<file path="src/rtl/lamp_pkg.sv">
// Shared definitions for the lamp timer: state encodings, state type and default parameters.
package lamp_pkg;

    typedef enum logic [1:0] {
        ST_IDLE  = 2'b00,
        ST_ON    = 2'b01,
        ST_WARN  = 2'b10,
        ST_FORCE = 2'b11
    } lamp_state_t;

    localparam int DEF_HOLD_CYC  = 255;
    localparam int DEF_WARN_CYC  = 32;
    localparam int DEF_BLINK_DIV = 4;
    localparam int DEF_CNT_W     = 8;

endpackage

</file>
<file path="src/rtl/switch_parity_sync.sv">
// Synchronizes three async switches, detects any parity change and emits a one-cycle trig.
// The trig output stays suppressed for three cycles after reset so power-up switch positions are ignored.
module switch_parity_sync (
    input  logic       clk,
    input  logic       rst_n,
    input  logic [2:0] s,
    output logic       trig
);

    logic [2:0] sync1;
    logic [2:0] sync2;
    logic       p;
    logic       p_d;
    logic [1:0] arm_cnt;
    logic       armed;

    assign p     = ^sync2;
    assign armed = (arm_cnt == 2'd3);
    assign trig  = armed & (p ^ p_d);

    // NOTE: non-blocking assignments let every flop sample its pre-edge input, so
    // sync1 -> sync2 -> p_d form a real pipeline instead of collapsing into one stage.
    always_ff @(posedge clk or negedge rst_n) begin
        if (!rst_n) begin
            sync1   <= '0;
            sync2   <= '0;
            p_d     <= 1'b0;
            arm_cnt <= '0;
        end else begin
            sync1 <= s;
            sync2 <= sync1;
            p_d   <= p;
            if (!armed) begin
                arm_cnt <= arm_cnt + 2'd1;
            end
        end
    end

endmodule

</file>
<file path="src/rtl/lamp_timer_ctrl.sv">
// Retriggerable lamp timer with manual override and an optional blinking warning window.
// Build option: define LAMP_WARN_EN to include the WARN state and blink behaviour.
module lamp_timer_ctrl
    import lamp_pkg::*;
#(
    parameter int HOLD_CYC  = DEF_HOLD_CYC,
    parameter int WARN_CYC  = DEF_WARN_CYC,
    parameter int BLINK_DIV = DEF_BLINK_DIV,
    parameter int CNT_W     = DEF_CNT_W
) (
    input  logic             clk,
    input  logic             rst_n,
    input  logic [2:0]       S,
    input  logic             force_on,
    output logic             F,
    output logic             busy,
    output logic [1:0]       state,
    output logic [CNT_W-1:0] remaining
);

`ifdef LAMP_WARN_EN
    localparam bit WARN_EN = 1'b1;
`else
    localparam bit WARN_EN = 1'b0;
`endif

    localparam logic [CNT_W-1:0]   HOLD_LOAD  = CNT_W'(HOLD_CYC - 1);
    // Count value at which ON is left: into WARN, or straight to IDLE without the warning.
    localparam logic [CNT_W-1:0]   ON_EXIT    = WARN_EN ? CNT_W'(WARN_CYC) : '0;
    localparam int                 BLINK_W    = (BLINK_DIV > 1) ? $clog2(BLINK_DIV) : 1;
    localparam logic [BLINK_W-1:0] BLINK_LAST = BLINK_W'(BLINK_DIV - 1);

    lamp_state_t        st;
    logic [CNT_W-1:0]   count;
    logic [CNT_W-1:0]   count_dec;
    logic               blink;
    logic [BLINK_W-1:0] blink_cnt;
    logic               trig;

    switch_parity_sync u_sync (
        .clk   (clk),
        .rst_n (rst_n),
        .s     (S),
        .trig  (trig)
    );

    // Saturating decrement: the countdown never wraps below zero.
    assign count_dec = (count == '0) ? '0 : count - 1'b1;

    always_ff @(posedge clk or negedge rst_n) begin
        if (!rst_n) begin
            st    <= ST_IDLE;
            count <= '0;
        end else if (force_on) begin
            st <= ST_FORCE;
        end else if (st == ST_FORCE) begin
            st    <= ST_ON;
            count <= HOLD_LOAD;
        end else if (trig) begin
            st    <= ST_ON;
            count <= HOLD_LOAD;
        end else begin
            case (st)
                ST_ON: begin
                    count <= count_dec;
                    if (count == ON_EXIT) begin
                        if (WARN_EN) st <= ST_WARN;
                        else         st <= ST_IDLE;
                    end
                end
                ST_WARN: begin
                    count <= count_dec;
                    if (count == '0) st <= ST_IDLE;
                end
                default: st <= ST_IDLE;
            endcase
        end
    end

    // Held at zero outside WARN, so blink always starts low on WARN entry.
    always_ff @(posedge clk or negedge rst_n) begin
        if (!rst_n) begin
            blink     <= 1'b0;
            blink_cnt <= '0;
        end else if (st != ST_WARN) begin
            blink     <= 1'b0;
            blink_cnt <= '0;
        end else if (blink_cnt == BLINK_LAST) begin
            blink     <= ~blink;
            blink_cnt <= '0;
        end else begin
            blink_cnt <= blink_cnt + 1'b1;
        end
    end

    // NOTE: F gets a default before the case so no path leaves it unassigned,
    // which would otherwise infer a latch.
    always_comb begin
        F = 1'b0;
        case (st)
            ST_ON, ST_FORCE: F = 1'b1;
            ST_WARN:         F = blink;
            default:         F = 1'b0;
        endcase
    end

    assign state     = st;
    assign busy      = (st != ST_IDLE);
    assign remaining = count;

endmodule

</file>
<file path="config.mk">
export PLATFORM = sky130hd
export DESIGN_NAME = lamp_timer_ctrl
export DESIGN_NICKNAME = d
export VERILOG_FILES = /design/src/rtl/lamp_pkg.sv /design/src/rtl/switch_parity_sync.sv /design/src/rtl/lamp_timer_ctrl.sv
export SDC_FILE = /design/constraint.sdc
export NUM_CORES = 1
export LEC_CHECK = 0
export ABC_AREA = 1
export BUFFER_PORTS_ARGS = -buffer_cell sky130_fd_sc_hd__buf_2
export CORE_UTILIZATION = 35
export CTS_CLUSTER_SIZE = 20
export DETAILED_ROUTE_END_ITERATION = 8
export SETUP_SLACK_MARGIN = 0.1
export SLEW_MARGIN = 30
export SYNTH_ARGS = -nofsm -noshare
export SYNTH_HDL_FRONTEND = slang
export SYNTH_HIERARCHICAL = 1
export SYNTH_SLANG_ARGS = --single-unit
export TNS_END_PERCENT = 1
</file>
<file path="constraint.sdc">
create_clock -name clk -period 1.4 [get_ports clk]
set_clock_uncertainty 0.05 [all_clocks]
set_input_delay 0.28 -clock clk [delete_from_list [all_inputs] [get_ports clk]]
set_output_delay 0.28 -clock clk [all_outputs]
set_load 0.01 [all_outputs]
</file>
==> results.toml <==
[synthesis]
syn_area_um2 = 1180
avgSynthCellArea_um2 = 9.10
synth.area.top_cells = "dfrtp_1 (47%), ha_1 (9.5%), nand2_1 (7.0%)"
ys_warn_count = 6
postSynthNetCount = 145
synth-edff-count = 0
synth_top_area_share = 0.466
ys_ff_latch = 22
synth-main-ff-cell = "dfrtp_1"
seq_area_frac_synth = 0.466
async_reset_ff_frac = 1.00
yosysTopAreaCell = "dfrtp_1"
synthCells = 130
yosysUniqueCellTypes = 26

[sta]
maxSlewHeadroom = 0.662
period_minus_slack_ps = 1680
rsz0062_at_grt = "yes"
fin_crit_sh = 1.20
hold_viol_final = 0
slew_viol_final = 0
report.final.setup_viol = 12
max_freq_mhz = 594
post-route-worst-setup-slack_ps = -285
worst_slew_pin_slew_ps = 507
whs_ps = 34.8

[die]
coreArea_um2 = 3130
io_pins = 18
dieHeight_um = 60.1
rows = 20
die_x_um = 60.1
dieArea_um2 = 3610
initial_core_util = 0.378

[clock_network]
clkLatencyLatePin_ps = 300
cts_buffers = 3
cts_tree = "yes"
cts_root_buf = "clkbuf_4"
path_clk_slew_ps = 120
cts_buffer_depth = 2
cts_sinks = 22
cts.htree.levels = 1

[cells_and_area]
drive_above_1_share = 0.435
layout_commonest_cell = "nand2_1"
areaGrowthSynthToFinish_pct = 36.5
layout_common_cells = "nand2_1 (20), dfrtp_1 (19), nand3_1 (13), buf_2 (13), buf_4 (12)"
layout.nets = 185
fin_area_um2 = 1610
n_antenna_cell = 0

[worst_setup_path]
required_ps = 1070
path_class = "flip-flop to output port"
arrival_ps = 1350
endpoint_kind = "output port"
crit_path_start_kind = "flip-flop"
cp_max_fo = 4

[placement]
place.gp.congestion = 0.784
port_buffers = 17
dpl_worst_slack_ps = -244
hpwl_um = 1730
placed_cell_area_um2 = 1440

[routing]
ant_nets = 0
viasPerCell = 4.50
dr.pass1.iters = 4
num_vias = 955
first_iter_violations = 18
drt-total-wl_um = 2260
drc_errors = 0
wl_per_cell_um = 10.7

[power_and_ir_drop]
combPwrFrac = 0.221
ir_drop_uv = 504
swShare = 0.277
switchingPower_uw = 340
seqPwrFrac = 0.554
power_frac_clock = 0.225
leakage_uw = 0.000779
p_int_uw = 889
powerDensity_nw_per_um2 = 761

[global_route]
grt_max_degree = 23
grtUsageTotal = 0.147
grt_pass1_wl_um = 3990
first_global_vias = 991
antenna_found_initial = 0
grt_overflow = 0

[run_status]
outcome = "complete, but fails checks"
violations = "setup timing"

[job]
cap_violations = 0

[hold_path]
hold_class = "primary input to flip-flop"
==> metrics by stage <==
stage | total power, uW | std cells | util | TNS (ps)
floorplan | 814 | 130 | - | -467
global route | 1290 | 212 | 0.516 | -3270
detailed placement | 915 | 204 | 0.461 | -2010
finish | 1230 | 212 | 0.516 | -1880
CTS | 1240 | 212 | 0.508 | -2270
global placement | 907 | 204 | 0.461 | -1290
==> synthesized netlist by cell type (2+ instances only) <==
cell type	number
nor2_1	12
nand2_2	3
nand3_1	13
ha_1	9
inv_1	16
o21ai_1	2
nor2_4	3
inv_2	2
nand2_1	22
dfrtp_1	22
nor2_2	3
a21oi_1	9
==> per-layer routing <==
metal / GRT usage / up-vias / part of all wire
met5: 0 / - / 0
met4: 0.0532 / 0 / 0.0058
met3: 0.0216 / 2 / 0.030
met2: 0.265 / 11 / 0.49
met1: 0.173 / 442 / 0.47
li1: - / 500 / -
==> state kept, by name, indices dropped and copies added (netlist names) <==
register	flops
u_sync/sync1	3
remaining	8
u_sync/sync2	3
u_sync/p_d	1
state	2
u_sync/arm_cnt	2
blink	1
blink_cnt	2
==> final timing paths <==
check / startpoint / end / slack [ps] / cells after the start
max: state[0]$_DFFE_PN0P_ / F / -280 / 5
max reg2reg: u_sync/sync2[0]$_DFF_PN0_ / remaining[3]$_DFFE_PN0P_ / -180 / 12
min in group asynchronous: rst_n / u_sync/p_d$_DFF_PN0_ / 420 / 2
min: S[1] / u_sync/sync1[1]$_DFF_PN0_ / 30 / 1
max in group asynchronous: rst_n / remaining[3]$_DFFE_PN0P_ / 510 / 2
min reg2reg: u_sync/sync1[0]$_DFF_PN0_ / u_sync/sync2[0]$_DFF_PN0_ / 310 / 0
==> logic make-up after synthesis <==
| kind of cell | Yosys count | share of synthesized area |
|---|---|---|
| adder cells (fa/ha/maj) | 9 | 0.0952 |
| XOR/XNOR | 1 | 0.00741 |
| multiplexers | 1 | 0.00952 |
| buffers and inverters | 19 | 0.0624 |
| flip-flops | 22 | 0.466 |
| AO/OA/AOI/OAI | 15 | 0.0783 |
| AND/OR/NAND/NOR | 63 | 0.281 |
==> timing repair <==
item	CTS	global route
hold buffers	1	0
setup buffers	4	0
pin swaps	7	2
gates resized for setup	23	7
endpoints found under the setup margin	18	21
endpoints found under the hold margin	22	0
==> layout make-up <==
| cell class | count | area, um2 |
|---|---|---|
| clock buffer | 3 | 22.5 |
| fill | 287 | 1510 |
| inverter | 19 | 73.8 |
| multi-input combinational | 89 | 633 |
| sequential | 22 | 554 |
| tap | 44 | 55.1 |
| timing repair buffer | 35 | 275 |
==> worst max-delay path, stage by stage (launching register included) <==
cell     delay, ps
dfrtp_2        440
inv_2           60
buf_6          120
ha_1           200
a21oi_2        100
buf_2          130
==> power by group through the flow <==
stage / logic, uW / clock network, uW / registers [uW]
floorplan: 117 / 0 / 697
global placement: 218 / 0 / 689
detailed placement: 224 / 0 / 690
CTS: 261 / 294 / 682
global route: 300 / 310 / 685
finish: 271 / 277 / 681
(Power assumes the default switching activity.)
